**src/rtl/uart_pkg.sv**
```systemverilog
// uart_pkg: shared UART constants, FSM state encoding and bit-timing helpers.
package uart_pkg;

    localparam int DATA_BITS = 8;
    localparam int BIT_INDEX_WIDTH = $clog2(DATA_BITS);

    localparam logic [2:0] ST_IDLE   = 3'd0;
    localparam logic [2:0] ST_START  = 3'd1;
    localparam logic [2:0] ST_DATA   = 3'd2;
    localparam logic [2:0] ST_PARITY = 3'd3;
    localparam logic [2:0] ST_STOP   = 3'd4;
    localparam logic [2:0] ST_BREAK  = 3'd5;

    function automatic int symbolEdgeTime(int clockFreq, int baudRate);
        return clockFreq / baudRate;
    endfunction

    function automatic int sampleTime(int clockFreq, int baudRate);
        return symbolEdgeTime(clockFreq, baudRate) / 2;
    endfunction

endpackage

```
**src/rtl/uart_sync2.sv**
```systemverilog
// uart_sync2: two-flop synchroniser for asynchronous inputs with a configurable reset value.
module uart_sync2 #(
    parameter int Width = 1,
    parameter logic [Width-1:0] ResetValue = '1
) (
    input  logic             Clock,
    input  logic             Reset,
    input  logic [Width-1:0] raw,
    output logic [Width-1:0] synced
);

    logic [Width-1:0] meta;

    always_ff @(posedge Clock or posedge Reset)
        if (Reset) begin
            meta   <= ResetValue;
            synced <= ResetValue;
        end else begin
            meta   <= raw;
            synced <= meta;
        end

endmodule

```
**src/rtl/uart_receiver.sv**
```systemverilog
// uart_receiver: 8N1 UART receive path with one-entry ready/valid output, framing and overrun pulses.
// Define UART_RX_PARITY_EN to expect an even-parity bit between data bit 7 and the stop bit.
module uart_receiver
    import uart_pkg::*;
#(
    parameter int ClockFreq = 50_000_000,
    parameter int BaudRate  = 115_200
) (
    input  logic       Clock,
    input  logic       Reset,
    input  logic       SIn,
    output logic [7:0] DataOut,
    output logic       DataOutValid,
    input  logic       DataOutReady,
    output logic       FramingError,
    output logic       Overrun,
    output logic       ParityError
);

    localparam int SymbolEdgeTime = symbolEdgeTime(ClockFreq, BaudRate);
    localparam int SampleTime     = sampleTime(ClockFreq, BaudRate);
    localparam int CounterWidth   = $clog2(SymbolEdgeTime);
    localparam logic [CounterWidth-1:0] SampleLast = CounterWidth'(SampleTime - 1);
    localparam logic [CounterWidth-1:0] SymbolLast = CounterWidth'(SymbolEdgeTime - 1);
    localparam logic [BIT_INDEX_WIDTH-1:0] LastBit = BIT_INDEX_WIDTH'(DATA_BITS - 1);

    logic                       rx;
    logic [2:0]                 state;
    logic [CounterWidth-1:0]    counter;
    logic [BIT_INDEX_WIDTH-1:0] bitIndex;
    logic [DATA_BITS-1:0]       shiftReg;
    logic                       parityBad;

    uart_sync2 #(.Width(1), .ResetValue(1'b1)) rxSync (
        .Clock (Clock),
        .Reset (Reset),
        .raw   (SIn),
        .synced(rx)
    );

`ifdef UART_RX_PARITY_EN
    logic parityBit;
    assign parityBad = ^{shiftReg, parityBit};
    always_ff @(posedge Clock or posedge Reset)
        if (Reset) parityBit <= 1'b0;
        else if (state == ST_PARITY && counter == SymbolLast) parityBit <= rx;
`else
    assign parityBad = 1'b0;
`endif

    always_ff @(posedge Clock or posedge Reset)
        if (Reset) begin
            state        <= ST_IDLE;
            counter      <= '0;
            bitIndex     <= '0;
            shiftReg     <= '0;
            DataOut      <= '0;
            DataOutValid <= 1'b0;
            FramingError <= 1'b0;
            Overrun      <= 1'b0;
            ParityError  <= 1'b0;
        end else begin
            FramingError <= 1'b0;
            Overrun      <= 1'b0;
            ParityError  <= 1'b0;
            if (DataOutValid && DataOutReady) DataOutValid <= 1'b0;
            case (state)
                ST_IDLE: if (!rx) begin
                    state   <= ST_START;
                    counter <= '0;
                end
                ST_START: if (counter == SampleLast) begin
                    counter  <= '0;
                    bitIndex <= '0;
                    state    <= rx ? ST_IDLE : ST_DATA;
                end else counter <= counter + CounterWidth'(1);
                ST_DATA: if (counter == SymbolLast) begin
                    counter  <= '0;
                    shiftReg <= {rx, shiftReg[DATA_BITS-1:1]};
                    bitIndex <= bitIndex + BIT_INDEX_WIDTH'(1);
`ifdef UART_RX_PARITY_EN
                    if (bitIndex == LastBit) state <= ST_PARITY;
`else
                    if (bitIndex == LastBit) state <= ST_STOP;
`endif
                end else counter <= counter + CounterWidth'(1);
`ifdef UART_RX_PARITY_EN
                ST_PARITY: if (counter == SymbolLast) begin
                    counter <= '0;
                    state   <= ST_STOP;
                end else counter <= counter + CounterWidth'(1);
`endif
                // Return to IDLE at mid-stop-bit so a following start edge is not missed.
                ST_STOP: if (counter == SymbolLast) begin
                    counter     <= '0;
                    ParityError <= parityBad;
                    if (rx) begin
                        state <= ST_IDLE;
                        if (!parityBad) begin
                            if (!DataOutValid || DataOutReady) begin
                                DataOut      <= shiftReg;
                                DataOutValid <= 1'b1;
                            end else Overrun <= 1'b1;
                        end
                    end else begin
                        FramingError <= 1'b1;
                        state        <= ST_BREAK;
                    end
                end else counter <= counter + CounterWidth'(1);
                ST_BREAK: if (rx) state <= ST_IDLE;
                default: state <= ST_IDLE;
            endcase
        end

endmodule

```
**config.mk**
```make
export PLATFORM = sky130hd
export DESIGN_NAME = uart_receiver
export DESIGN_NICKNAME = d
export VERILOG_FILES = /design/src/rtl/uart_pkg.sv /design/src/rtl/uart_sync2.sv /design/src/rtl/uart_receiver.sv
export SDC_FILE = /design/constraint.sdc
export NUM_CORES = 1
export LEC_CHECK = 0
export ABC_AREA = 1
export BUFFER_PORTS_ARGS = -buffer_cell sky130_fd_sc_hd__buf_4
export CAP_MARGIN = 20
export CORE_MARGIN = 5
export CORE_UTILIZATION = 45
export DETAILED_ROUTE_END_ITERATION = 12
export PLACE_DENSITY = 0.65
export RECOVER_POWER = 50
export SYNTH_ARGS = -nofsm -noshare
export SYNTH_HDL_FRONTEND = slang
export SYNTH_HIERARCHICAL = 1
export SYNTH_SLANG_ARGS = --single-unit
```
**constraint.sdc**
```tcl
create_clock -name Clock -period 3.6 [get_ports Clock]
set_clock_uncertainty 0.05 [all_clocks]
set_input_delay 1.08 -clock Clock [delete_from_list [all_inputs] [get_ports Clock]]
set_output_delay 1.08 -clock Clock [all_outputs]
set_load 0.02 [all_outputs]
```
==> summary.md <==
| Metric | Value |
|---|---|
| Hold/Removal Path Class | `reg2reg` |
| Synth area leader | `dfrtp_1` |
| Crit path max-delay family | `simple AND/OR/NAND/NOR gates` |
| Routed vias/inst | `5.04` |
| Instance count on the critical path | `9` |
| Leakage power | `between 1 and 1.5 nW` |
| Count of pins over their slew limit | `0` |
| Synth Register Bits | `36` |
| Core Box Area | `4320 um2` |
| CP bufs+invs | `1` |
| Final setup fails | `0` |
| Setup TNS | `0 ps` |
| Chip width | `~76 um` |
| Wirelength per Cell | `roughly 12 um` |
| Vias in the first global route | `about 1500` |
| TritonCTS clock tree | `yes` |
| Avg Inst Size Synth | `8.16 um2` |
| Max stage delay on crit path | `about 480 ps` |
| Crit path DAT | `2180 ps` |
| Unique masters post-synth | `26` |
| TritonRoute pass-1 iters | `4` |
| Crit-path cells | `inv_1, ha_1, nand2_1, nor2_1, nand2_1, nor3_4, nand2_4, nand2_1, nand2_1` |
| Buffer count from post-CTS setup fixing | `0` |
| Cell mode on critical path | `nand2_1` |
| Internal | `565 uW` |
| CTS Hold Buffers Added | `0` |
| Final worst path period need | `2050 ps` |
| WS Path Type | `reg2reg` |
| WHS Path Cells | `0` |
| P_sw | `162 uW` |
| Routability Congestion | `0.865` |
| Area grow syn2layout | `11.0%` |
| NumNets Final | `between 200 and 300` |
| Cts bufs inserted | `5` |
| H-Tree Depth | `2` |
| Clock Path Buffers | `2` |
| Port bufs | `14` |
| Hold slack final | `308 ps` |
| DRC viols | `0` |
| Max VDD drop | `0.173 mV` |
| Switch share | `22.3%` |
| Slew @ Worst Pin | `roughly 630 ps` |
| Max transition margin | `57.8%` |
| Site Rows | `24` |
| Final worst slack | `roughly 1500 ps` |
| R2R cell count | `9` |
| Combinational Power Share | `1.9%` |
| Total congestion overflow | `0` |
| Sequential Power Share | `roughly 56%` |
| Max Clk Rate | `487 MHz` |
| Fraction of layout cells with a size suffix above 1 | `16.5%` |
| Die height | `~76 um` |
| Root Driver | `clkbuf_8` |
| Global-route wire length before repair | `6680 um` |
| Critical Path End Type | `flop` |
| GRT Total Usage | `13.8%` |
| Starting Density | `45.8%` |
| Drt total wl | `3670 um` |
| Power per cell area | `330 nW/um2` |
| Final antenna-violating net count | `0` |
| YS warnings | `6` |
| Clk pwr share | `42.2%` |
| RSZ-0062 raised after global routing | `false` |
| Vias | `about 1600` |
| CP Launch Type | `flop` |
| Mapped Cells | `243` |
| Netlist Area Pre-Place | `1980 um2` |
| Clk slew on worst S/H paths | `70 ps` |
| Main area contributors after synthesis | `dfrtp_1, nand2_1, nand3_1` |
| TritonCTS Sinks | `36` |
| Post-CTS Resized | `0` |
| Clk Latency, worst-skew pair | `290 ps` |
| CP max FO | `11` |
| CP max stage cell | `nor3_4` |
| Initial antenna violation count | `0` |
| First DRT Iteration DRCs | `120` |
| Final Cycle Share | `between 50% and 60%` |
| Largest net degree at the start of global routing | `35` |
| Register area share after synthesis | `a little under half` |
| Status | `finished clean` |
| Detail Placement HPWL | `2660 um` |
| R2R Setup Slk | `1550 ps` |
| Net Count, Synth | `approximately 250` |
| Final Hold Fails | `0` |
| Yosys top cell area share | `a little over two fifths` |
| Die area | `5830 um2` |
| Ant. Diodes | `0` |
| Pre-CTS setup slack | `about 1700 ps` |
| Top Ports | `16` |
| Max Cap Viol | `0` |
| Worst EP required | `3730 ps` |
cells by family after synthesis:
kind of cell               count (synthesis)  share of synthesized area, %
and+or+nand+nor                          142                          34.5
adders and majority gates                  5                          3.16
DFF                                       36                          45.6
AOI/OAI and AO/OA                         18                          6.76
xor gates and xnor gates                   2                         0.884
other                                      1                         0.189
buffers and inverters                     39                          8.96
synth_stat cells:
cell type and n:
nand2_1 73, dfrtp_1 34, inv_1 34, nand3_1 32, nor2_1 12, nand4_1 9, o21ai_0 6, ha_1 5
nand2_2 5, nand2_4 4, o21a_1 4, o21ai_2 4, nor2_2 3, o21bai_1 3, buf_4 2, dfstp_2 2
xor2_1 2, buf_12 1, buf_6 1, clkbuf_1 1, conb_1 1, nor2_4 1, nor2_8 1, nor3_1 1
nor3_4 1, o21ai_4 1
power by group through the flow:
stage | combinational, mW | sequential, mW | clock [mW]
2_1_floorplan | 0.00904 | 0.415 | 0
3_3_place_gp | 0.0144 | 0.415 | 0
3_5_place_dp | 0.0145 | 0.415 | 0
4_1_cts | 0.0145 | 0.407 | 0.313
5_1_grt | 0.0163 | 0.407 | 0.334
6_report | 0.0135 | 0.407 | 0.306
flip-flops by register name, summed over array words and instances, names as in the netlist:
register       count
bitIndex           3
rxSync/meta        1
rxSync/synced      1
shiftReg           8
FramingError       1
state              3
DataOutValid       1
Overrun            1
counter            9
DataOut            8
per-layer routing:
metal  vias to the layer above  GRT usage, %  wire, um
met2                        40          20.2      1570
met1                       725          19.4      1830
met3                         4          4.26       233
li1                        807             -         -
met5                         -             0         0
met4                         0          4.37        40
cell type report:
| class | instances | area (um2) |
|---|---|---|
| clock buffers | 7 | 86.3 |
| clock inverters | 1 | 7.51 |
| fillers | 435 | 2120 |
| inverters | 34 | 128 |
| multi-input cells | 168 | 898 |
| flip-flops and latches | 36 | 903 |
| well taps | 52 | 65.1 |
| repair buffers | 15 | 113 |
final timing paths:
path	startpoint	to
max in group asynchronous	Reset	shiftReg[6]$_DFFE_PP0P_
hold reg to reg	rxSync/meta$_DFF_PP1_	rxSync/synced$_DFF_PP1_
setup / recovery	counter[1]$_DFFE_PP0P_	DataOut[7]$_DFFE_PP0P_
hold / removal	rxSync/meta$_DFF_PP1_	rxSync/synced$_DFF_PP1_
setup reg to reg	counter[1]$_DFFE_PP0P_	DataOut[7]$_DFFE_PP0P_
min in group asynchronous	Reset	rxSync/synced$_DFF_PP1_
stage by stage:
| step | cells | utilization, % | power (mW) | cell area, um2 |
|---|---|---|---|---|
| final | 313 | 50.9 | 0.727 | 2200 |
| after global routing | 313 | 50.9 | 0.757 | 2200 |
| after CTS | 313 | 51.0 | 0.735 | 2200 |
| after detailed placement | 305 | 48.8 | 0.429 | 2110 |
| after global placement | 305 | 48.8 | 0.429 | 2110 |
| after floorplan | 243 | - | 0.424 | 1980 |
layout by cell type (no fill, tap or decap):
cell type   instances
nor2_2              3
nor3_1              1
nor3_4              1
inv_1              34
dfrtp_1            34
nand2_2             4
o21ai_2             4
ha_1                5
nand4_1             9
nand2_4             4
clkbuf_4            2
xor2_1              2
o21a_1              4
dfstp_2             2
nand2_1            74
nor2_8              1
clkbuf_1            1
nor2_4              1
o21ai_4             1
nand3_1            32
o21bai_1            3
nor2_1             12
clkbuf_8            6
o21ai_0             6
conb_1              1
clkinvlp_4          1
buf_4              13
No activity file was read; power rests on OpenSTA's default activity.
